$ cat config.mk
export PLATFORM = sky130hd
export DESIGN_NAME = assoc_btb
export DESIGN_NICKNAME = d
export VERILOG_FILES = /design/src/rtl/assoc_btb.sv
export SDC_FILE = /design/constraint.sdc
export NUM_CORES = 2
export LEC_CHECK = 0
export CAP_MARGIN = 20
export CORE_MARGIN = 1.5
export CORE_UTILIZATION = 62
export CTS_CLUSTER_DIAMETER = 30
export DETAILED_ROUTE_END_ITERATION = 10
export GPL_TIMING_DRIVEN = 0
export PLACE_DENSITY = 0.81
export SLEW_MARGIN = 20
export SYNTH_ARGS = -nofsm -noshare
export SYNTH_HDL_FRONTEND = slang
export SYNTH_SLANG_ARGS = --single-unit
$ cat constraint.sdc
create_clock -name clk -period 5.37 [get_ports clk]
set_input_delay 0.8055 -clock clk [delete_from_list [all_inputs] [get_ports clk]]
set_output_delay 0.8055 -clock clk [all_outputs]
set_load 0.01 [all_outputs]
$ cat src/rtl/assoc_btb.sv
// assoc_btb: fully associative branch target buffer with saturating direction counters and true-LRU replacement.
// Define ASSOC_BTB_PERF_EN to add the perf_lookups / perf_hits counters.
`ifndef IM_ADDR_BIT
`define IM_ADDR_BIT 32
`endif

module assoc_btb #(
    parameter int ADDR_W  = `IM_ADDR_BIT,
    parameter int ENTRIES = 8,
    parameter int CTR_W   = 2
) (
    input  logic              clk,
    input  logic              rst_n,
    input  logic              flush,
    input  logic [ADDR_W-1:0] lookup_pc_4,
    output logic              pred_hit,
    output logic [CTR_W-1:0]  pred_ctr,
    output logic [ADDR_W-1:0] pred_target,
    input  logic              update_en,
    input  logic [ADDR_W-1:0] update_pc_4,
    input  logic [ADDR_W-1:0] update_target,
    input  logic              update_taken
`ifdef ASSOC_BTB_PERF_EN
    ,
    output logic [31:0]       perf_lookups,
    output logic [31:0]       perf_hits
`endif
);

    localparam int IDX_W = $clog2(ENTRIES);
    localparam logic [CTR_W-1:0] CTR_MAX  = '1;
    localparam logic [CTR_W-1:0] CTR_INIT = CTR_W'(1) << (CTR_W - 1);
    localparam logic [IDX_W-1:0] AGE_OLDEST = IDX_W'(ENTRIES - 1);

    logic [ENTRIES-1:0] valid_reg;
    logic [ADDR_W-1:0]  tag_reg    [ENTRIES];
    logic [ADDR_W-1:0]  target_reg [ENTRIES];
    logic [CTR_W-1:0]   ctr_reg    [ENTRIES];
    logic [IDX_W-1:0]   age_reg    [ENTRIES];

    logic [ENTRIES-1:0] lk_match;
    logic [ENTRIES-1:0] up_match;
    logic [ADDR_W-1:0]  lk_target_masked [ENTRIES];
    logic [CTR_W-1:0]   lk_ctr_masked    [ENTRIES];
    logic [CTR_W-1:0]   up_ctr_masked    [ENTRIES];
    logic [IDX_W-1:0]   up_idx_masked    [ENTRIES];

    generate
        for (genvar gi = 0; gi < ENTRIES; gi++) begin : g_match
            assign lk_match[gi]         = valid_reg[gi] && (tag_reg[gi] == lookup_pc_4);
            assign up_match[gi]         = valid_reg[gi] && (tag_reg[gi] == update_pc_4);
            assign lk_target_masked[gi] = lk_match[gi] ? target_reg[gi] : '0;
            assign lk_ctr_masked[gi]    = lk_match[gi] ? ctr_reg[gi] : '0;
            assign up_ctr_masked[gi]    = up_match[gi] ? ctr_reg[gi] : '0;
            assign up_idx_masked[gi]    = up_match[gi] ? IDX_W'(gi) : '0;
        end
    endgenerate

    // At most one entry matches a tag, so OR-reducing the masked fields selects it.
    logic [ADDR_W-1:0] hit_target;
    logic [CTR_W-1:0]  hit_ctr;
    logic [CTR_W-1:0]  up_ctr;
    logic [IDX_W-1:0]  up_idx;

    always_comb begin
        hit_target = '0;
        hit_ctr    = '0;
        up_ctr     = '0;
        up_idx     = '0;
        for (int i = 0; i < ENTRIES; i++) begin
            hit_target = hit_target | lk_target_masked[i];
            hit_ctr    = hit_ctr | lk_ctr_masked[i];
            up_ctr     = up_ctr | up_ctr_masked[i];
            up_idx     = up_idx | up_idx_masked[i];
        end
    end

    logic pred_taken;
    assign pred_hit    = |lk_match;
    assign pred_ctr    = hit_ctr;
    assign pred_taken  = pred_hit && hit_ctr[CTR_W-1];
    assign pred_target = pred_taken ? hit_target : lookup_pc_4;

    // Victim: lowest-index invalid entry, otherwise the least recently used one.
    logic [IDX_W-1:0] victim_idx;
    logic             found_invalid;

    always_comb begin
        victim_idx    = '0;
        found_invalid = 1'b0;
        for (int i = 0; i < ENTRIES; i++) begin
            if (!valid_reg[i] && !found_invalid) begin
                victim_idx    = IDX_W'(i);
                found_invalid = 1'b1;
            end
        end
        if (!found_invalid) begin
            for (int i = 0; i < ENTRIES; i++) begin
                if (age_reg[i] == AGE_OLDEST) begin
                    victim_idx = IDX_W'(i);
                end
            end
        end
    end

    logic             up_hit;
    logic             touch_en;
    logic [IDX_W-1:0] touch_idx;
    logic [IDX_W-1:0] touch_age;
    logic [CTR_W-1:0] ctr_next;

    assign up_hit    = |up_match;
    assign touch_en  = update_en && !flush && (up_hit || update_taken);
    assign touch_idx = up_hit ? up_idx : victim_idx;
    assign touch_age = age_reg[touch_idx];

    always_comb begin
        ctr_next = up_ctr;
        if (update_taken) begin
            if (up_ctr != CTR_MAX) ctr_next = up_ctr + CTR_W'(1);
        end else begin
            if (up_ctr != '0) ctr_next = up_ctr - CTR_W'(1);
        end
    end

    always_ff @(posedge clk or negedge rst_n) begin
        if (!rst_n) begin
            valid_reg <= '0;
            for (int i = 0; i < ENTRIES; i++) begin
                tag_reg[i]    <= '0;
                target_reg[i] <= '0;
                ctr_reg[i]    <= '0;
                age_reg[i]    <= IDX_W'(i);
            end
        end else if (flush) begin
            valid_reg <= '0;
            for (int i = 0; i < ENTRIES; i++) begin
                age_reg[i] <= IDX_W'(i);
            end
        end else if (touch_en) begin
            // Younger-than-touched entries age by one; the touched entry becomes most recent.
            for (int i = 0; i < ENTRIES; i++) begin
                if (IDX_W'(i) == touch_idx) begin
                    age_reg[i] <= '0;
                end else if (age_reg[i] < touch_age) begin
                    age_reg[i] <= age_reg[i] + IDX_W'(1);
                end
            end
            if (up_hit) begin
                ctr_reg[up_idx] <= ctr_next;
                if (update_taken) target_reg[up_idx] <= update_target;
            end else begin
                valid_reg[victim_idx]  <= 1'b1;
                tag_reg[victim_idx]    <= update_pc_4;
                target_reg[victim_idx] <= update_target;
                ctr_reg[victim_idx]    <= CTR_INIT;
            end
        end
    end

`ifdef ASSOC_BTB_PERF_EN
    logic [31:0] perf_lookups_reg;
    logic [31:0] perf_hits_reg;

    always_ff @(posedge clk or negedge rst_n) begin
        if (!rst_n) begin
            perf_lookups_reg <= '0;
            perf_hits_reg    <= '0;
        end else if (flush) begin
            perf_lookups_reg <= '0;
            perf_hits_reg    <= '0;
        end else begin
            perf_lookups_reg <= perf_lookups_reg + 32'd1;
            if (pred_hit) perf_hits_reg <= perf_hits_reg + 32'd1;
        end
    end

    assign perf_lookups = perf_lookups_reg;
    assign perf_hits    = perf_hits_reg;
`endif

endmodule

### After elaboration in Yosys (flattened, before gate mapping)

Cells that the tools add are included.
W data, S select, Z words.

* bits in registers: 560
* latch bits: 0
* memory bits (writable): 0
* ROM bits: 0
* input bits: 101
* output and inout bits: 35
* word-level logic and storage cells: 298
* memories: 0

* add/subtract/negate cells: 10
* $mul: 0
* div/mod/pow operators: 0
* magnitude comparators: 15
* equal/unequal tests: 34
* shifts and indexed selects: 0
* multiplexer cells: 101
* bitwise logic cells: 36
* reductions and logical operators: 69

Operator list (number)
* $bwmux W256: 3
* $eq A32 B32 Y1: 16
* $mux W256: 2
* $mux W32: 11
* $or A32 B32 Y32: 7
* $demux W32 S3: 2
* $mux W3: 38
* $mux W24: 2
* $mux W2: 23
* $or A2 B2 Y2: 15
* $logic_and A1 B1 Y1: 29
* $add A3 B1 Y3 const B: 8
* $eq A3 B3 Y1 const B: 8
* $lt A3 B3 Y1: 8
* $mux W8: 3
* $reduce_bool A3 Y1: 8
* $reduce_and A2 Y1: 10
* $bwmux W16: 1
* $mux W16: 1
* $or A8 B8 Y8: 2
* $reduce_or A8 Y1: 2
* $logic_not A1 Y1: 14
* $demux W2 S3: 2
* $eq A3 B3 Y1 const A: 4
* other kinds (23): 46

### Logic depth before layout (Yosys ltp)

* depth in word-level cells: 40
* depth in mapped cells: 18
* depth with buffers taken out: 17

### Worst setup path before layout

No wires, ideal clock.

* kind: input port to flip-flop
* from: input port update_pc_4[5]
* to: register age_reg[8] (netlist name)
* library setup time: 89 ps
* data arrival time: 4874 ps
* required time: 5281 ps
* path slack: 407 ps
* cell stages on the path: 15
* buffers on the path: 1
* cell sequence: buf_4 > xor2_1 > or4_1 > or4b_4 > nor4_4 > nor4_1 > o31a_2 > mux2_2 > o211ai_1 > ha_1 > nand2_1 > o31ai_1 > a41oi_1 > mux2_2 > a211oi_1

* cells in the longest elaborated chain, start to end: 17
* elaborated cells on any way between the ends: 45
* those cells by class: order compare (1); eq/ne (9); mux (14); bitwise (7); reduce/logical (14)

Ends and longest elaborated chain
* start, declared: RTL line 20 `input logic [ADDR_W-1:0] update_pc_4,`
* $eq A32 B32 Y1: RTL line 51 `assign up_match[gi] = valid_reg[gi] && (tag_reg[gi] == update_pc_4);`
* $logic_and A1 B1 Y1: RTL line 51
* $mux W1 or $mux W2 (tied branches): RTL line 55 `assign up_idx_masked[gi] = up_match[gi] ? IDX_W'(gi) : '0;`
* $or A1 B2 Y2: RTL line 74 `up_idx = up_idx | up_idx_masked[i];`
* $or A2 B2 Y2: RTL line 74
* $or A2 B3 Y3: RTL line 74
* $or A3 B3 Y3 (3 in a row): RTL line 74
* $mux W3: RTL line 114 `assign touch_idx = up_hit ? up_idx : victim_idx;`
* $not A3 Y4 (implied by the code): RTL line 115 `assign touch_age = age_reg[touch_idx];`
* $bmux W3 S3: RTL line 115
* $mux W3 (implied by the code) (2 in a row): RTL line 115
* $lt A3 B3 Y1: RTL line 145 `end else if (age_reg[i] < touch_age) begin`
* $reduce_bool A3 Y1 (no line)
* $reduce_and A2 Y1 (no line)
* end signal, assigned by index: RTL line 133 `age_reg[i] <= IDX_W'(i);`
* end signal, assigned by index: RTL line 138 `age_reg[i] <= IDX_W'(i);`
* end signal, assigned by index: RTL line 146 `age_reg[i] <= age_reg[i] + IDX_W'(1);`
* end, declared: RTL line 39 `logic [IDX_W-1:0] age_reg [ENTRIES];`

Several ways; a longest one is shown, not always the timed one. The select of a mux whose other input is x is not followed.
A chain may end at the register's enable or synchronous reset.

### Final worst setup path

* from: input port lookup_pc_4[26]
* to: output port pred_target[21]

* cells in the longest elaborated chain, start to end: 12
* elaborated cells on any way between the ends: 49
* those cells by class: eq/ne (8); mux (17); bitwise (14); reduce/logical (10)

Ends and longest elaborated chain
* start, declared: RTL line 15 `input logic [ADDR_W-1:0] lookup_pc_4,`
* $eq A32 B32 Y1: RTL line 50 `assign lk_match[gi] = valid_reg[gi] && (tag_reg[gi] == lookup_pc_4);`
* $logic_and A1 B1 Y1: RTL line 50
* $mux W2: RTL line 53 `assign lk_ctr_masked[gi] = lk_match[gi] ? ctr_reg[gi] : '0;`
* $or A2 B2 Y2 (7 in a row): RTL line 72 `hit_ctr = hit_ctr | lk_ctr_masked[i];`
* $logic_and A1 B1 Y1: RTL line 81 `assign pred_taken = pred_hit && hit_ctr[CTR_W-1];`
* $mux W32 *: RTL line 82 `assign pred_target = pred_taken ? hit_target : lookup_pc_4;`
* end, declared: RTL line 18 `output logic [ADDR_W-1:0] pred_target,`

Mark *: on every way between the ends. The rest lies on a longest branch, timed or not.

==> flow_summary_export.csv <==
group,metric,value,unit
power,irDropWorstVdd,354,uV
logic_synthesis,synth.lib_cells_used.distinct,87,
timing,timing.final.max_slew_violations,0,
critical_path,cp_max_fo,10,
critical_path,ff2ff_setup_slack,0.26,ns
power,cellPowerDensity,383,nW/um2
floorplanning,floorplan.rows,81,
global_routing,groute.usage.overall,48.6,%
floorplanning,chipWidth,227,um
route,firstDrtPassIters,8,
floorplanning,boundaryPins,136,
clock_tree,clk_path_buf_depth,3,
place,detailed_place.area,33000,um2
clock_tree,cts_inserted_buffers,118,
global_routing,grt.overflow.total,0,
logic_synthesis,synth-seq-cells,560,
timing,setup_viol,15,
logic_synthesis,yosys_warnings,0,
logic_synthesis,top_ff_cell_synth,"dfrtp_1",
clock_tree,cts_tree,"done",
floorplanning,die_y,227,um
critical_path,path_cells,"clkbuf_4 > xnor2_2 > nand4_1 > nor4_1 > nand4_1 > nor4_4 > buf_4 > buf_2 > clkbuf_4 > buf_2 > a22oi_1 > nand4_1 > o21a_1 > clkdlybuf4s50_1",
clock_tree,cts.reportedPaths.clkPinSlew,0.04,ns
floorplanning,die-area,51400,um2
route,drtIter0Drc,3513,
global_routing,antenna_found_initial,3,
timing,max_slew.worst_pin.slew,1.15,ns
global_routing,first_global_vias,26300,
clock_tree,numClockSinks,560,
critical_path,max_stage_delay,0.58,ns
clock_tree,cts.htree.levels,3,
critical_path,worst_r2r_path_depth,10,
finish,area.growth.synth_to_final,22.1,%
logic_synthesis,number_of_enable_flip_flop_cells_after_synthesis,0,
route,routed-via-count,25800,
critical_path,regToRegEndpoint,"target_reg[50]",
timing,finalHoldViolCount,0,
logic_synthesis,ys_seq_area_share,45.2,%
route,drc,0,
timing,finalCriticalPeriod,5.45,ns
power,totalPowerFinal,14.5,mW
place,hpwlAfterDp,81200,um
logic_synthesis,synthesis.area,31000,um2
place,port_buffers,72,
floorplanning,initial_core_utilization,63.1,%
logic_synthesis,synthMuxAreaShare,18.8,%
finish,layout.cells.most_common,"dfrtp_1",
critical_path,arrival,4.64,ns
timing,clock_tree_skew_after_final_layout,0.0387,ns
global_routing,grt_start_max_net_pins,107,
critical_path,most_frequent_cell_on_the_critical_path,"nand4_1",
critical_path,cp_top_family,"buffers and inverters",
logic_synthesis,dominant_combinational_cell_family_by_area_after_synthesis,"multiplexers",
clock_tree,clk_root_buffer_cell,"clkbuf_16",
critical_path,worstPathRequired,4.56,ns
timing,hold_slack_final,0.0496,ns
clock_tree,clock_insertion_delay_worst_skew,0.69,ns
logic_synthesis,synthCells,2667,
logic_synthesis,synthesized_netlist_net_count,2792,
run_status,failing_checks,"setup timing",
critical_path,start_kind,"input pin",
timing,finalWorstSetupSlack,-0.0764,ns
finish,layout.nets,3015,
worst_hold_path,min_path_type,"in2async",
critical_path,endpoint_kind,"output pin",
run_status,outcome,"finished, violations left",
timing,slew_headroom,22.4,%
finish,finish.instance_area,37900,um2
route,postRouteWirelength,124000,um
run,drv_cap,0,
route,routed_wire_length_per_instance,33.8,um
logic_synthesis,synth_compound_area_share,8.09,%
logic_synthesis,synth-xor-area-share,14.4,%
place,gp_congestion,1.01,
global_routing,grt_first_pass_wirelength,177000,um
power,p_leak,17.0,nW
finish,layout-drive-gt1-share,31.8,%
logic_synthesis,synthArstFlopShare,100,%
floorplanning,floorplan.core_area,49200,um2
timing,post-route-period-util,101,%
critical_path,critical_path_buf_inv_count,6,
timing,maxClockFrequency,184,MHz
finish,most-common-layout-cells,"548 x dfrtp_1, 503 x mux2_2, 253 x xor2_1, 251 x xnor2_1, 120 x clkbuf_16",
route,drt.antenna.violating_nets,0,
route,route.detailed.vias_per_inst,7.06,
logic_synthesis,syn_area_per_cell,11.6,um2
place,dpl_worst_slack,-1.50,ns
critical_path,path_class,"in2out",
critical_path,worst_flop_to_flop_path_startpoint,"tag_reg[5]",
critical_path,slowest_stage_cell_cp,"clkdlybuf4s50_1",
logic_synthesis,post_synth_and_or_nand_nor_area_fraction,9.62,%
logic_synthesis,yosys.area_share.adder,1.07,%
per-layer routing:
metal | global-route usage (%) | share of wire, % | up-vias | wire, um
li1 | - | - | 10200 | -
met1 | 61.2 | 37 | 13000 | 46000
met2 | 68.7 | 42 | 2057 | 51800
met3 | 19.6 | 14 | 592 | 16800
met4 | 32.3 | 7.5 | 2 | 9310
met5 | 0 | 0.014 | - | 17
where the power goes:
| part | switching (mW) | total [mW] | internal [mW] | leakage, nW |
|---|---|---|---|---|
| Combinational | 0.946 | 1.61 | 0.663 | 7.33 |
| Clock | 2.57 | 8.08 | 5.50 | 2.12 |
| Sequential | 0.285 | 4.82 | 4.53 | 7.54 |
| Total | 3.80 | 14.5 | 10.7 | 17.0 |
Yosys cell counts (4+ instances only):
master	count	area, um2
nor3_1	25	125
and2_1	10	62.6
a22o_1	36	315
a221oi_1	34	298
mux2_1	6	67.6
and3_1	4	25.0
a211oi_1	6	45.0
a22oi_1	76	571
nand3_1	38	190
a21boi_0	4	30.0
nor2_1	51	191
clkbuf_1	116	435
nand2_1	77	289
nand4_1	108	676
a2111oi_0	5	43.8
inv_1	26	97.6
nand2b_1	10	62.6
or3_1	6	37.5
or2_2	8	50.1
or4_1	7	52.6
a21oi_1	21	105
nor4b_1	11	96.3
mux2_2	503	5660
a31oi_1	5	31.3
mux2i_1	6	60.1
a32o_1	5	50.1
xnor2_1	256	2240
xor2_1	253	2220
nor4_1	124	776
dfstp_2	12	315
buf_1	15	56.3
nor2b_1	5	31.3
ha_1	24	300
o31ai_1	5	37.5
buf_2	55	275
o21ai_0	36	180
o21a_1	32	240
dfrtp_1	548	13700
nand4b_1	11	96.3
o22a_1	5	43.8
a21o_1	10	75.1
worst max-delay path by stage:
stage | startpoint | endpoint | slack, ns | cells past startpoint
after floorplan | update_pc_4[5] | age_reg[8] | 0.41 | 15
after global routing | lookup_pc_4[22] | pred_target[19] | -0.06 | 16
after global placement | rst_n | target_reg[143] | -20.79 | 1
after CTS | update_pc_4[30] | age_reg[8] | 0.001 | 16
after detailed placement | lookup_pc_4[6] | pred_target[18] | -1.50 | 14
final | lookup_pc_4[26] | pred_target[21] | -0.08 | 14
layout make-up:
type	count	area [um2]
multi-input cells	1892	16300
flip-flops and latches	560	14000
fillers	3096	11300
clock buffers	149	3260
clock inverters	77	1190
repair buffers	106	1110
plain buffers	186	1030
well taps	664	831
inverters	26	97.6
diodes	3	7.51
through the flow:
step,instances,util (%),setup TNS [ns]
6_report,3663,77.1,-0.384
5_1_grt,3660,77.1,-0.285
4_1_cts,3657,76.8,0
3_5_place_dp,3429,67.2,-319.09
3_3_place_gp,3403,66.3,-
2_1_floorplan,2667,-,0
what timing repair did:
action / 4_1_cts / 5_1_grt
endpoints found under the setup margin: 238 / 227
hold buffers: 0 / 0
resized for setup: 95 / 44
endpoints found under the hold margin: 0 / 0
pin swaps: 4 / 4
setup buffers: 4 / 5
logic make-up (layout without fill, tap and decap cells):
kind of cell	Yosys count	count (layout)
and+or+nand+nor	517	517
adders and majority gates	27	27
muxes	517	517
xor gates and xnor gates	509	509
buffers and inverters	215	544
DFF	560	560
AOI/OAI and AO/OA	322	322
other	0	3
Power figures use the tool's default switching activity.
